==> src/rtl/nice_requant_pack.sv <==
// nice_requant_pack: int32 accumulator requantization to int8 with 4-lane word packing.
// Three-stage pipeline (bias/shift, Q31 multiply, rounding/offset/clamp) feeding a byte packer.
module nice_requant_pack #(
  parameter int ADDR_W = 13
) (
  input  logic              nice_clk,
  input  logic              nice_rst_n,
  input  logic              clear,
  input  logic              in_valid,
  output logic              in_ready,
  input  logic [31:0]       in_acc,
  input  logic [31:0]       in_bias,
  input  logic [31:0]       in_mult,
  input  logic [5:0]        in_shift,
  input  logic              in_last,
  input  logic [31:0]       dst_offset,
  input  logic [31:0]       act_min,
  input  logic [31:0]       act_max,
  output logic              out_valid,
  input  logic              out_ready,
  output logic [31:0]       out_data,
  output logic [3:0]        out_bmask,
  output logic              out_last,
  output logic [ADDR_W-1:0] out_word_idx,
  output logic              busy
);
  typedef struct packed {
    logic              s1_v;
    logic [31:0]       s1_y;
    logic [31:0]       s1_m;
    logic [4:0]        s1_r;
    logic              s1_l;
    logic              s2_v;
    logic [31:0]       s2_dh;
    logic [4:0]        s2_r;
    logic              s2_l;
    logic              s3_v;
    logic [7:0]        s3_b;
    logic              s3_l;
    logic [1:0]        cnt;
    logic [31:0]       data;
    logic [3:0]        bmask;
    logic              ov;
    logic              olast;
    logic [ADDR_W-1:0] idx;
  } st_t;
  st_t st_d, st_q;
  logic en, done;
  logic [31:0] x, dh, msk, rem, thr, ash, q, v;
  logic [7:0] c;
  logic [4:0] sl, sr;
  logic signed [63:0] p, s;
  always_comb begin
    en = !(st_q.ov && !out_ready);
    x = in_acc + in_bias;
    sl = in_shift[5] ? 5'd0 : in_shift[4:0];
    sr = in_shift[5] ? 5'(-in_shift) : 5'd0;
    p = $signed({{32{st_q.s1_y[31]}}, st_q.s1_y}) * $signed({{32{st_q.s1_m[31]}}, st_q.s1_m});
    s = p + (p[63] ? -64'sd1073741823 : 64'sd1073741824);
    // divide by 2^31 truncating toward zero: bias negatives before the arithmetic shift
    dh = (st_q.s1_y == 32'h80000000 && st_q.s1_m == 32'h80000000) ? 32'h7fffffff :
         32'((s + (s[63] ? 64'sd2147483647 : 64'sd0)) >>> 31);
    msk = (32'd1 << st_q.s2_r) - 32'd1;
    rem = st_q.s2_dh & msk;
    thr = (msk >> 1) + {31'd0, st_q.s2_dh[31]};
    ash = $signed(st_q.s2_dh) >>> st_q.s2_r;
    q = ash + {31'd0, rem > thr};
    v = q + dst_offset;
    c = ($signed(v) < $signed(act_min)) ? act_min[7:0] :
        ($signed(v) > $signed(act_max)) ? act_max[7:0] : v[7:0];
    st_d = st_q;
    done = 1'b0;
    if (en) begin
      st_d.s1_v  = in_valid;
      st_d.s1_y  = x << sl;
      st_d.s1_m  = in_mult;
      st_d.s1_r  = sr;
      st_d.s1_l  = in_last;
      st_d.s2_v  = st_q.s1_v;
      st_d.s2_dh = dh;
      st_d.s2_r  = st_q.s1_r;
      st_d.s2_l  = st_q.s1_l;
      st_d.s3_v  = st_q.s2_v;
      st_d.s3_b  = c;
      st_d.s3_l  = st_q.s2_l;
      if (st_q.ov) begin
        st_d.ov    = 1'b0;
        st_d.olast = 1'b0;
        st_d.data  = '0;
        st_d.bmask = '0;
        st_d.idx   = st_q.olast ? '0 : st_q.idx + ADDR_W'(1);
      end
      // a byte arriving during the handshake lands in lane 0 of a fresh word
      if (st_q.s3_v) begin
        done       = st_q.cnt == 2'd3 || st_q.s3_l;
        st_d.data  = st_d.data | ({24'd0, st_q.s3_b} << {st_q.cnt, 3'd0});
        st_d.bmask = st_d.bmask | (4'd1 << st_q.cnt);
        st_d.cnt   = done ? 2'd0 : st_q.cnt + 2'd1;
        st_d.ov    = done;
        st_d.olast = st_q.s3_l;
      end
    end
    if (clear) st_d = '0;
  end
  always_ff @(posedge nice_clk or negedge nice_rst_n) begin
    if (!nice_rst_n) st_q <= '0;
    else             st_q <= st_d;
  end
  assign in_ready     = en;
  assign out_valid    = st_q.ov;
  assign out_data     = st_q.data;
  assign out_bmask    = st_q.bmask;
  assign out_last     = st_q.olast;
  assign out_word_idx = st_q.idx;
  assign busy         = st_q.s1_v | st_q.s2_v | st_q.s3_v | (st_q.cnt != 2'd0) | st_q.ov;
endmodule

==> config.mk <==
export PLATFORM = sky130hd
export DESIGN_NAME = nice_requant_pack
export DESIGN_NICKNAME = d
export VERILOG_FILES = /design/src/rtl/nice_requant_pack.sv
export SDC_FILE = /design/constraint.sdc
export NUM_CORES = 2
export LEC_CHECK = 0
export BUFFER_PORTS_ARGS = -buffer_cell sky130_fd_sc_hd__buf_4
export CAP_MARGIN = 0
export CELL_PAD_IN_SITES_DETAIL_PLACEMENT = 1
export CELL_PAD_IN_SITES_GLOBAL_PLACEMENT = 1
export CORE_ASPECT_RATIO = 1.5
export CORE_MARGIN = 3
export CORE_UTILIZATION = 35
export DETAILED_ROUTE_END_ITERATION = 10
export PLACE_DENSITY = 0.63
export SETUP_SLACK_MARGIN = 0.1
export SLEW_MARGIN = 20
export SYNTH_ARGS = -nofsm -noshare
export SYNTH_HDL_FRONTEND = slang
export SYNTH_SLANG_ARGS = --single-unit
==> constraint.sdc <==
create_clock -name nice_clk -period 19.83 [get_ports nice_clk]
set_input_delay 0.9915 -clock nice_clk [delete_from_list [all_inputs] [get_ports nice_clk]]
set_output_delay 0.9915 -clock nice_clk [all_outputs]
set_load 0.02 [all_outputs]
# --- Word-level counts from Yosys, hierarchy flattened ---
# Index checks and enable logic that the tools add are counted.
word_totals:
  inputBits: 204
  ff_bits: 173
  out_inout_bits: 53
classes:
  addsub: 10
  n_reduce_logical: 12
  order_cmp: 3
  n_bitwise: 7
  shift: 5
  n_eq_ne: 4
  muxes: 14
  multipliers: 1
op_table:
  columns: ["op", "n"]
  rows:
  - ["two-way mux 173 bit", 2]
  - ["two-way mux 51 bit", 2]
  - ["adder 32 bit", 2]
  - ["adder 64 bit", 1]
  - ["equality test 32 bit, second input constant", 2]
  - ["greater-than comparator 32 bit", 2]
  - ["multiplier 32 x 32 -> 64 bit", 1]
  - ["two-way mux 64 bit", 1]
  - ["adder 63 x 32 -> 63 bit", 1]
  - ["two-way mux 40 bit", 1]
  - ["adder 31 x 1 -> 32 bit", 1]
  - ["adder 32 x 1 -> 32 bit", 1]
  - ["bitwise AND 32 bit", 1]
  - ["less-than comparator 32 bit", 1]
  - ["two-way mux 32 bit", 1]
  - ["OR 32 bit", 1]
  - ["left shift 1 x 5 -> 32 bit, first input constant", 1]
  - ["left shift 32 x 5 -> 32 bit", 1]
  - ["left shift 8 x 5 -> 32 bit", 1]
  - [">>> shifter 32 x 5 -> 32 bit", 1]
  - ["subtractor 32 x 1 -> 32 bit, second input constant", 1]
  - ["two-way mux 31 bit", 1]
  - ["two-way mux 8 bit", 2]
  - ["adder 13 x 1 -> 13 bit, second input constant", 1]
  - ["16 further kinds", 26]

# --- Logic depth before layout (Yosys ltp) ---
depth:
  depth_word: 11
  depth_mapped: 67

# --- Least setup slack after synthesis ---
# No wires, ideal clock.
synth_path:
  path_kind: "reg2reg"
  start: "register st_q[114] (netlist name)"
  end: "register st_q[93] (netlist name)"
  path_buffers: 5
  setup_slack_ps: 4123
  required_time_ps: 19744
  period_less_slack_ps: 15707
  arrival_time_ps: 15621
  path_stages_with_launch: 66
  cell_sequence: "dfrtp_1 > clkbuf_1 > clkbuf_1 > nand2_1 > fa_1 > inv_1 > fa_1 > fa_1 > inv_1 > fa_1 > inv_1 > fa_1 > inv_1 > fa_1 > inv_1 > fa_1 > inv_1 > fa_1 > [30 not listed] > ha_1 > a21o_1 > a21oi_1 > nor2b_1 > o21ai_0 > nand2b_1 > a21oi_1 > o221ai_1 > a21oi_1 > or2_2 > nand3_1 > o31a_1 > and4_1 > buf_6 > nor2b_1 > a31o_2 > and3_1 > nor3_1"
synth_between:
  elab_chain_len: 8
synth_lines:
  columns: ["element", "line", "source"]
  rows:
  - ["start: declaration", "47", "st_t st_d, st_q;"]
  - ["start signal: assignment", "107", "else st_q <= st_d;"]
  - ["multiplier 32 x 32 -> 64 bit", "58", "p = $signed({{32{st_q.s1_y[31]}}, st_q.s1_y}) * $signed({{32{st_q.s1_m[31]}}, st_q.s1_m});"]
  - ["two-way mux 64 bit", "59", "s = p + (p[63] ? -64'sd1073741823 : 64'sd1073741824);"]
  - ["adder 64 bit", "59", null]
  - ["two-way mux 31 bit", "62", "32'((s + (s[63] ? 64'sd2147483647 : 64'sd0)) >>> 31);"]
  - ["adder 63 x 32 -> 63 bit", "62", null]
  - ["two-way mux 32 bit (*)", "61", "dh = (st_q.s1_y == 32'h80000000 && st_q.s1_m == 32'h80000000) ? 32'h7fffffff :"]
  - ["two-way mux 173 bit (*)", "73", "if (en) begin"]
  - ["two-way mux 173 bit (*)", "103", "if (clear) st_d = '0;"]
# Mark *: on every way between the ends. The rest lies on a longest branch, timed or not. The select of a mux whose other input is x is not followed.
# A chain may end at the register's enable or synchronous reset.

# --- Worst setup path after layout ---
layout_path:
  start: "register st_q[115] (netlist name)"
  end: "register st_q[100] (netlist name)"
# Same word-level chain as after synthesis.

==> results.toml <==
[outcome]
status = "finished, final reports clean"

[logic_synthesis]
synthTopCellsByArea = "fa_1 (38%), ha_1 (9.0%), inv_1 (7.6%), dfrtp_1 (7.5%), nand2_1 (6.4%)"
yosysMostFrequentCell = "inv_1"
yosys.area.top_type_share = 0.379
synth_edf_count = 0
ys_top_cells_by_count = "inv_1 (1157), fa_1 (1085), nand2_1 (985)"
ys.flop_type = "dfrtp_1"
synth_warnings = 0
async_flop_share = 1.00
synth_top_area_cell = "fa_1"
netlist_area_um2 = 57300
synth_seq_cells = 173
synth_nets = 8447
yosysUniqueCellTypes = 100
syn_avg_cell_area_um2 = 8.50
syn-instance-count = 6745
yosysSeqAreaShare = 0.0755

[global_routing]
grt-ovfl-total = 0
grt_max_degree = 67
antenna_found_initial = 12
grt_pass1_vias = 53400
grt_pass1_wl_um = 319000
grt_util_all_layers = 0.249

[clocking]
cts_sinks = 173
path_clk_slew_ns = 0.10
cts_buffers = 17
post_cts_buffers = 0
cts_tree = "yes"
cts-root-buf = "clkbuf_16"
cts_hold_buf = 0
htree_num_levels = 4
clock_path_buffers = 2
clock_latency_ns = 0.53
cts-resized-gates = 0

[final_layout]
syn2layout_area_growth_pct = 7.62
drive_gt1_frac = 0.0756
nets = 8420

[setup_path]
cp_slowest_cell = "dfrtp_1"
crit_path_start = "st_q[115]"
crit_end = "st_q[100]"
slowest_delay_ns = 0.96
cp-start-kind = "register"
rr_startpoint = "st_q[115]"
worstSetupPathType = "reg2reg"
required_ns = 20.24
r2r_slack_ns = 2.64
cp_max_fo = 30
cp_data_arrival_time_ns = 17.60
reg2reg_to = "st_q[100]"
cpMostUsedCell = "fa_1"
cp-end-kind = "register"
ff2ff_path_depth = 60

[timing]
hold_viol_final = 0
maxSlewViolCount = 0
clock_skew_ns = 0.0310
tightest_slew_ns = 1.15
setup_violations = 0
tns_ns = 0
period_share = 0.867
fmax_mhz = 58.2
finalCriticalPeriod_ns = 17.19
slew-limit-headroom = 0.228
rsz0062_at_grt = "no"

[die]
die_area_um2 = 169000
die_height_um = 502
die_w_um = 337
start_util = 0.353
core_area_um2 = 163000
ioPinCount = 257
std_cell_rows = 181

[route]
wl_met2_um = 113000
drtPass1Iterations = 5
met1_length_um = 74900
drc = 0
drtAntennaViolNets = 0
dr_wl_met3_um = 5820
avgViaCountPerCell = 5.37
dr.max_layer_used = "met4"
num_vias = 47500
wire_per_inst_um = 23.6
drt_iter0_markers = 2153
wl_um = 209000

[placed_design]
port_buffers = 256
gp_congestion = 0.921
dp_hpwl_um = 172000

[flow_run]
drv_cap = 0

[min_path]
hp-class = "in2async"
[routing by layer]
| layer | track usage | vias up |
|---|---|---|
| met5 | 0 | - |
| met4 | 0.151 | 0 |
| met3 | 0.0187 | 428 |
| met2 | 0.471 | 1038 |
| met1 | 0.268 | 24900 |
| li1 | - | 21100 |
[cells by family after synthesis]
kind of cell               Yosys count  synth area share
AOI/OAI and AO/OA                  992             0.110
xor gates and xnor gates           200            0.0305
adders and majority gates         1498             0.469
buffers and inverters             1565             0.106
DFF                                173            0.0755
muxes                              111            0.0230
other                                2          0.000131
and+or+nand+nor                   2204             0.186
[stage by stage]
stage / util / instance area, um2 / cells / worst slack (ns) / hold WS (ns)
global placement: 0.375 / 61000 / 8801 / 2.65 / 0.471
finish: 0.380 / 61700 / 8844 / 2.64 / 0.446
global route: 0.380 / 61700 / 8841 / 1.59 / 0.451
floorplan: - / 57300 / 6745 / 4.12 / 0.475
detailed placement: 0.375 / 61000 / 8803 / 2.42 / 0.486
CTS: 0.379 / 61700 / 8835 / 2.34 / 0.431
[critical path: cells and delay by family, from the launching register on]
family | cells | cell delay [ns]
flops | 1 | 0.96
simple gates | 16 | 4.64
compound gates | 24 | 4.98
xor+xnor | 2 | 0.58
fa+ha+maj | 11 | 4.84
buf+inv | 7 | 1.01
[how the worst min path moves through the flow]
stage                           start           end  cells after the start
after detailed placement    st_q[160]     st_q[160]                      2
after global routing       nice_rst_n  out_data[20]                      1
after CTS                  nice_rst_n  out_data[10]                      1
final                      nice_rst_n  out_data[10]                      1
after global placement      st_q[156]     st_q[156]                      2
after floorplan           out_data[0]   out_data[0]                      1
[final cells by class]
type / count / area, um2
timing repair buffer: 357 / 2730
clock buffer: 17 / 425
sequential: 173 / 4340
fill: 19300 / 101000
clock inverter: 15 / 205
antenna: 9 / 22.5
tap: 2104 / 2630
multi-input combinational: 5007 / 47000
inverter: 1162 / 4360
[registers in the layout, summed over array words and instances (netlist names)]
signal / flops
out_last: 1
out_data: 32
st_q: 122
out_bmask: 4
out_word_idx: 13
out_valid: 1
[placed cells by master, fill, tap and decap left out, types with 10 or more instances in the layout]
cell,n
and4_1,10
mux4_2,14
nor2_1,294
a22oi_1,10
nand3_1,83
a2111oi_0,10
xor2_1,62
or3_1,15
a21oi_1,315
o211ai_1,36
nor2b_1,59
clkbuf_16,17
inv_1,1156
nand2b_1,65
a22o_1,42
mux2i_1,73
or2_2,22
xnor2_1,137
mux2_2,24
o21ai_0,219
a21boi_0,12
o31ai_1,13
a21o_1,72
o21bai_1,21
ha_1,413
fa_1,1085
and2_1,421
buf_4,354
nand4_1,53
and3_1,38
nor4_1,21
nand2_1,984
o21a_1,38
nand3b_1,12
nor3_1,70
dfrtp_1,166
a211oi_1,54
a31oi_1,30
Power is not shown: default switching activity piles up to over one toggle a cycle in this logic, so the estimate is an artifact.
